### config.mk
export PLATFORM = sky130hd
export DESIGN_NAME = vga_sync_gen_flat
export DESIGN_NICKNAME = d
export VERILOG_FILES = /design/src/rtl/vga_sync_gen_if.sv /design/src/rtl/vga_sync_gen.sv /design/src/flat_wrapper.sv
export SDC_FILE = /design/constraint.sdc
export NUM_CORES = 1
export LEC_CHECK = 0
export CORE_MARGIN = 1.5
export CORE_UTILIZATION = 45
export DETAILED_ROUTE_END_ITERATION = 10
export PLACE_DENSITY_LB_ADDON = 0.15
export RECOVER_POWER = 100
export REMOVE_ABC_BUFFERS = 1
export SLEW_MARGIN = 0
export SYNTH_ARGS = -nofsm -noshare
export SYNTH_HDL_FRONTEND = slang
export SYNTH_SLANG_ARGS = --single-unit
### constraint.sdc
create_clock -name clk -period 2.2 [get_ports clk]
set_input_delay 0.44 -clock clk [delete_from_list [all_inputs] [get_ports clk]]
set_output_delay 0.44 -clock clk [all_outputs]
set_load 0.01 [all_outputs]
### src/rtl/vga_sync_gen_if.sv
// Bundle of VGA timing signals between the sync generator and its neighbours:
// the divider's pixel clock in, position/sync/blanking out to the renderer.
interface vga_sync_gen_if;
  logic       pix_clk;
  logic       pixel_tick;
  logic       hsync;
  logic       vsync;
  logic       video_on;
  logic [9:0] x;
  logic [9:0] y;
  logic       frame_start;

  modport master (
    input  pix_clk,
    output pixel_tick, hsync, vsync, video_on, x, y, frame_start
  );

  modport slave (
    output pix_clk,
    input  pixel_tick, hsync, vsync, video_on, x, y, frame_start
  );
endinterface

### src/rtl/vga_sync_gen.sv
// VGA timing generator: edge-detects the pixel clock into a one-clk tick and
// walks x/y position counters, producing registered sync, blanking and frame start.
module vga_sync_gen #(
  parameter int H_DISPLAY = 640,
  parameter int H_FRONT   = 16,
  parameter int H_SYNC    = 96,
  parameter int H_BACK    = 48,
  parameter int V_DISPLAY = 480,
  parameter int V_FRONT   = 10,
  parameter int V_SYNC    = 2,
  parameter int V_BACK    = 33,
  parameter bit SYNC_POL  = 1'b0
) (
  input logic            clk,
  input logic            reset,
  vga_sync_gen_if.master vga
);
  localparam int H_TOTAL  = H_DISPLAY + H_FRONT + H_SYNC + H_BACK;
  localparam int V_TOTAL  = V_DISPLAY + V_FRONT + V_SYNC + V_BACK;
  localparam int HS_START = H_DISPLAY + H_FRONT;
  localparam int HS_END   = HS_START + H_SYNC;
  localparam int VS_START = V_DISPLAY + V_FRONT;
  localparam int VS_END   = VS_START + V_SYNC;

  localparam logic [9:0] X_LAST     = 10'(H_TOTAL - 1);
  localparam logic [9:0] Y_LAST     = 10'(V_TOTAL - 1);
  localparam logic [9:0] X_VISIBLE  = 10'(H_DISPLAY);
  localparam logic [9:0] Y_VISIBLE  = 10'(V_DISPLAY);
  localparam logic [9:0] X_HS_START = 10'(HS_START);
  localparam logic [9:0] X_HS_END   = 10'(HS_END);
  localparam logic [9:0] Y_VS_START = 10'(VS_START);
  localparam logic [9:0] Y_VS_END   = 10'(VS_END);

  // Reset parks the counters on the last position, so the decoded outputs
  // must match that position rather than a blanket "inactive" value.
  localparam bit HS_RST = ((H_TOTAL - 1) >= HS_START && (H_TOTAL - 1) < HS_END) ? SYNC_POL : !SYNC_POL;
  localparam bit VS_RST = ((V_TOTAL - 1) >= VS_START && (V_TOTAL - 1) < VS_END) ? SYNC_POL : !SYNC_POL;
  localparam bit VO_RST = ((H_TOTAL - 1) < H_DISPLAY) && ((V_TOTAL - 1) < V_DISPLAY);

  logic       pix_q;
  logic       tick_q;
  logic [9:0] x_q, x_d;
  logic [9:0] y_q, y_d;
  logic       hsync_q, hsync_d;
  logic       vsync_q, vsync_d;
  logic       video_on_q, video_on_d;
  logic       frame_start_q, frame_start_d;

  always_comb begin
    x_d = x_q;
    y_d = y_q;
    if (tick_q) begin
      if (x_q == X_LAST) begin
        x_d = '0;
        y_d = (y_q == Y_LAST) ? '0 : y_q + 10'd1;
      end else begin
        x_d = x_q + 10'd1;
      end
    end
    // Decode from the next position so outputs change on the same edge as x/y.
    hsync_d       = (x_d >= X_HS_START && x_d < X_HS_END) ? SYNC_POL : !SYNC_POL;
    vsync_d       = (y_d >= Y_VS_START && y_d < Y_VS_END) ? SYNC_POL : !SYNC_POL;
    video_on_d    = (x_d < X_VISIBLE) && (y_d < Y_VISIBLE);
    frame_start_d = tick_q && (x_q == X_LAST) && (y_q == Y_LAST);
  end

  always_ff @(posedge clk or posedge reset) begin
    if (reset) begin
      pix_q         <= 1'b0;
      tick_q        <= 1'b0;
      x_q           <= X_LAST;
      y_q           <= Y_LAST;
      hsync_q       <= HS_RST;
      vsync_q       <= VS_RST;
      video_on_q    <= VO_RST;
      frame_start_q <= 1'b0;
    end else begin
      pix_q         <= vga.pix_clk;
      tick_q        <= vga.pix_clk & ~pix_q;
      x_q           <= x_d;
      y_q           <= y_d;
      hsync_q       <= hsync_d;
      vsync_q       <= vsync_d;
      video_on_q    <= video_on_d;
      frame_start_q <= frame_start_d;
    end
  end

  assign vga.pixel_tick  = tick_q;
  assign vga.x           = x_q;
  assign vga.y           = y_q;
  assign vga.hsync       = hsync_q;
  assign vga.vsync       = vsync_q;
  assign vga.video_on    = video_on_q;
  assign vga.frame_start = frame_start_q;
endmodule
### src/flat_wrapper.sv
// flat-port wrapper written by rule: the top's interface ports become plain ports
module vga_sync_gen_flat 
#(
  parameter int H_DISPLAY = 640,
  parameter int H_FRONT   = 16,
  parameter int H_SYNC    = 96,
  parameter int H_BACK    = 48,
  parameter int V_DISPLAY = 480,
  parameter int V_FRONT   = 10,
  parameter int V_SYNC    = 2,
  parameter int V_BACK    = 33,
  parameter bit SYNC_POL  = 1'b0
)
  (clk, reset, vga_pix_clk, vga_pixel_tick, vga_hsync, vga_vsync, vga_video_on, vga_x, vga_y, vga_frame_start);
  vga_sync_gen_if vga_i ();
  input logic clk;
  input logic reset;
  input wire logic [$bits(vga_i.pix_clk)-1:0] vga_pix_clk;
  output wire logic [$bits(vga_i.pixel_tick)-1:0] vga_pixel_tick;
  output wire logic [$bits(vga_i.hsync)-1:0] vga_hsync;
  output wire logic [$bits(vga_i.vsync)-1:0] vga_vsync;
  output wire logic [$bits(vga_i.video_on)-1:0] vga_video_on;
  output wire logic [$bits(vga_i.x)-1:0] vga_x;
  output wire logic [$bits(vga_i.y)-1:0] vga_y;
  output wire logic [$bits(vga_i.frame_start)-1:0] vga_frame_start;
  assign vga_i.pix_clk = vga_pix_clk;
  assign vga_pixel_tick = vga_i.pixel_tick;
  assign vga_hsync = vga_i.hsync;
  assign vga_vsync = vga_i.vsync;
  assign vga_video_on = vga_i.video_on;
  assign vga_x = vga_i.x;
  assign vga_y = vga_i.y;
  assign vga_frame_start = vga_i.frame_start;
  vga_sync_gen #(.H_DISPLAY(H_DISPLAY), .H_FRONT(H_FRONT), .H_SYNC(H_SYNC), .H_BACK(H_BACK), .V_DISPLAY(V_DISPLAY), .V_FRONT(V_FRONT), .V_SYNC(V_SYNC), .V_BACK(V_BACK), .SYNC_POL(SYNC_POL)) u_core (.clk(clk), .reset(reset), .vga(vga_i));
endmodule
* After elaboration in Yosys (flattened, before gate mapping)
Cells that the tools add are included.
** Storage, ports and cells
- Bits in registers :: 26
- Bits of input ports :: 3
- Logic and storage cells :: 32
** Operators by class
- $add $sub $neg :: 2
- Order comparisons :: 6
- Equal/unequal tests :: 2
- Mux-type cells :: 7
- Bitwise operators :: 2
- Reductions and logical operators :: 5
** Operators by type and width (number)
- $mux 10 :: 5
- $add 10x1->10 const B :: 2
- $eq 10x10->1 const B :: 2
- $lt 10x10->1 const B :: 2
- $lt 10x9->1 const B :: 2
- $ge 10x10->1 const B :: 1
- $ge 10x9->1 const B :: 1
- $logic_and 1x1->1 :: 5
- $mux 1 :: 2
- $and 1x1->1 :: 1
- $not 1->1 :: 1

* Logic depth before layout (Yosys ltp)
- Depth after elaboration :: 7
- Gate-level depth with buffers :: 8
- Depth with buffers taken out :: 7

* Worst setup path before layout
Ideal clock, no wire load.
- Kind :: reg2reg
- Start :: register u_core.x_q[0] (netlist: u_core.vga.x[0])
- End :: register u_core.video_on_q (netlist: u_core.vga.video_on)
- Arrival :: 1.980 ns
- Slack :: 0.133 ns
- Stages on the path, launching flop included :: 8
- Buffers on the path :: 1
- Period minus slack after synthesis :: 2.067 ns
- Cells stage by stage :: dfstp_2 > ha_1 > nand2_1 > or4_4 > buf_6 > a211oi_4 > inv_2 > a211oi_2
** Between the ends
- Cells in the longest elaborated chain, start to end :: 5
** RTL lines
- from (decl) :: line vga_sync_gen.sv:42 : logic [9:0] x_q, x_d;
- from (signal assigned) :: line vga_sync_gen.sv:71 : x_q <= X_LAST;
- from (signal assigned) :: line vga_sync_gen.sv:80 : x_q <= x_d;
- $eq 10x10->1 :: line vga_sync_gen.sv:53 : if (x_q == X_LAST) begin
- $mux 10 :: line vga_sync_gen.sv:53
- $mux 10 :: line vga_sync_gen.sv:52 : if (tick_q) begin
- net u_core.y_d[9] :: line vga_sync_gen.sv:43 : logic [9:0] y_q, y_d;
- $lt 10x9->1 :: line vga_sync_gen.sv:63 : video_on_d = (x_d < X_VISIBLE) && (y_d < Y_VISIBLE);
- $logic_and 1x1->1 :: line vga_sync_gen.sv:63
- net u_core.video_on_d :: line vga_sync_gen.sv:46 : logic video_on_q, video_on_d;
- to (signal assigned) :: line vga_sync_gen.sv:84 : video_on_q <= video_on_d;
- to (decl) :: line vga_sync_gen.sv:46
The timed path passes the listed nets, and every way through them passes these cells.

* Worst setup path after layout
- Start :: register u_core.x_q[1] (netlist: u_core.vga.x[1])
- End :: register u_core.video_on_q (netlist: u_core.vga.video_on)
The elaborated chain is that of the path after synthesis.

==> out/metrics.yaml <==
worstMarginPinSlew_ns: 1.34
dp_slack_ns: 0.108
grt_first_pass_wirelength_mm: 5.00
peakVddDrop_v: 0.000710
rows: 19
ys_seq_area_share_pct: 48.8
io_pins: 28
synth_common_cells: "dfrtp_1, dfstp_2, nand2_1, nand3_1, nor2_1"
synthFlopType: "dfrtp_1"
netlist.top_cell.by_area: "dfrtp_1"
yosysUniqueCellTypes: 40
track_usage_pct: 19.6
skew_ns: 0.00594
synth-seq-cells: 26
fin_cells: 198
rsz0062_at_grt: "false"
coreArea_um2: 2810
power.density_nw_per_um2: 676
finalWeightedCongestion: 0.822
path_class: "reg -> reg"
start_util_pct: 48.7
htreeDepth: 1
status: "finished, violations left"
finalCriticalPeriod_ns: 2.07
report.final.slew_viol_count: 0
required_ns: 2.46
worst_setup_path_end_kind: "flop"
violations: "design-rule violations"
cts_root_buf: "clkbuf_4"
multi_input_area_um2: 656
die_area_um2: 3370
critPathLaunchType: "flop"
fillers: 263
final_nets: 174
yosysWarnings: 0
synth_edf_count: 0
finalSetupViolCount: 0
area_growth_pct: 26.5
synth_area_leaders: "dfrtp_1, dfstp_2, xnor2_1"
rrSetupSlack_ns: 0.13
yosys.area.top_type_share_pct: 25.7
vias_per_cell: 5.61
placed_cells: 193
fp.dieH_um: 58.1
die_w_um: 58.1
dp_hpwl_mm: 2.18
antenna_cells: 0
antenna_left: 0
finalSetupTns_ns: 0
drc: 2
numCtsBuffers: 3
register_area_um2: 666
max_slew_margin_pct: 10.9
cts_tree: "built"
holdWs_ns: 0.409
hold_viol_final: 0
num_vias: 1111
antenna_found_initial: 0
cp_data_arrival_time_ns: 2.33
async_reset_ff_share_pct: 100
path_clk_slew_ns: 0.14
gr-total-overflow: 0
grt_max_degree: 27
fin_crit_sh_pct: 93.9
syn_inst: 136
clk_latency_ns: 0.33
p_leak_nw: 0.720
netlist_area_um2: 1370
drt_iter0_markers: 63
routedWlPerCell_um: 14.5
synth.avg_cell_area_um2: 10.0
min_path_type: "reg -> reg"
holdBufCountCts: 0
path_max_fanout: 7
yosysMostFrequentCell: "dfrtp_1"
drive_above_1_share_pct: 12.0
cap_violations: 0
port-buffer-count: 27
cts_buffer_depth: 2
grt_pass1_vias: 1069
setup_slack_ns: 0.134
fmax_mhz: 484
clkSinkCount: 26
drt_wl_total_mm: 2.86
first_pass_iters: 8
## through the flow
step / area, um2 / utilization (%) / power (mW)
6_report: 1730 / 61.6 / 1.17
5_1_grt: 1730 / 61.6 / 1.24
4_1_cts: 1710 / 61.1 / 1.18
3_5_place_dp: 1680 / 59.8 / 0.933
3_3_place_gp: 1680 / 59.8 / 0.926
2_1_floorplan: 1340 / - / 0.787
## cell usage in the layout, fill, tap and decap left out, types with 5 or more instances in the layout
cell             instances
dfstp_1                  8
nand2_1                  9
dlygate4sd3_1           19
nand4_1                  5
nor2_1                  10
dfrtp_1                 14
clkdlybuf4s50_1          8
inv_1                    6
nand3_1                 10
xor2_1                   5
xnor2_1                  7
o21ai_1                  5
or3_1                    5
## cells by family after synthesis
| group | synth area share (%) |
|---|---|
| compound gates | 10.4 |
| mux | 0.733 |
| simple gates | 25.9 |
| xor+xnor | 7.70 |
| fa+ha+maj | 2.75 |
| flops | 48.8 |
| buf+inv | 3.85 |
## layout make-up
class	instances	area share, %
clock buffer	4	2.10
multi-input combinational	98	38.0
timing repair buffer	32	17.6
inverter	7	1.52
sequential	26	38.6
tap	31	2.25
## worst max-delay path: stages (launching register included)
cell,delay (ns)
dfstp_2,0.60
ha_2,0.23
nand2_2,0.09
or4_4,0.61
a211oi_4,0.28
inv_2,0.06
a211oi_2,0.13
## sequential cells by signal (all words and copies together), names as in the netlist
name                    count
u_core.pix_q                1
u_core.vga.frame_start      1
u_core.vga.hsync            1
u_core.vga.pixel_tick       1
u_core.vga.video_on         1
u_core.vga.vsync            1
u_core.vga.x               10
u_core.vga.y               10
## what timing repair did
action / 4_1_cts / 5_1_grt
setup buffers: 0 / 1
resized for setup: 0 / 4
setup endpoints to repair: 0 / 2
## report_power, final
part	switching (mW)	internal, mW	total, mW
clock network	0.141	0.102	0.243
logic	0.130	0.158	0.288
registers	0.0789	0.558	0.637
## path summary, 6_finish.rpt
path / startpoint / to / depth (start not counted)
max: u_core.vga.x[1] / u_core.vga.video_on / 6
min: u_core.pix_q / u_core.vga.pixel_tick / 1
max reg2reg: u_core.vga.x[1] / u_core.vga.video_on / 6
min reg2reg: u_core.pix_q / u_core.vga.pixel_tick / 1
max in group asynchronous: reset / u_core.pix_q / 3
min in group asynchronous: reset / u_core.vga.y[7] / 3
## routing by layer
| layer | global-route usage (%) | up-vias | share of wire [%] |
|---|---|---|---|
| met1 | 29.9 | 523 | 50 |
| met3 | 4.91 | 9 | 4.9 |
| met4 | 6.98 | 0 | 2.4 |
| li1 | - | 547 | - |
| met2 | 26.9 | 32 | 43 |
| met5 | 0 | - | 0 |
No activity file was read; power rests on OpenSTA's default activity.
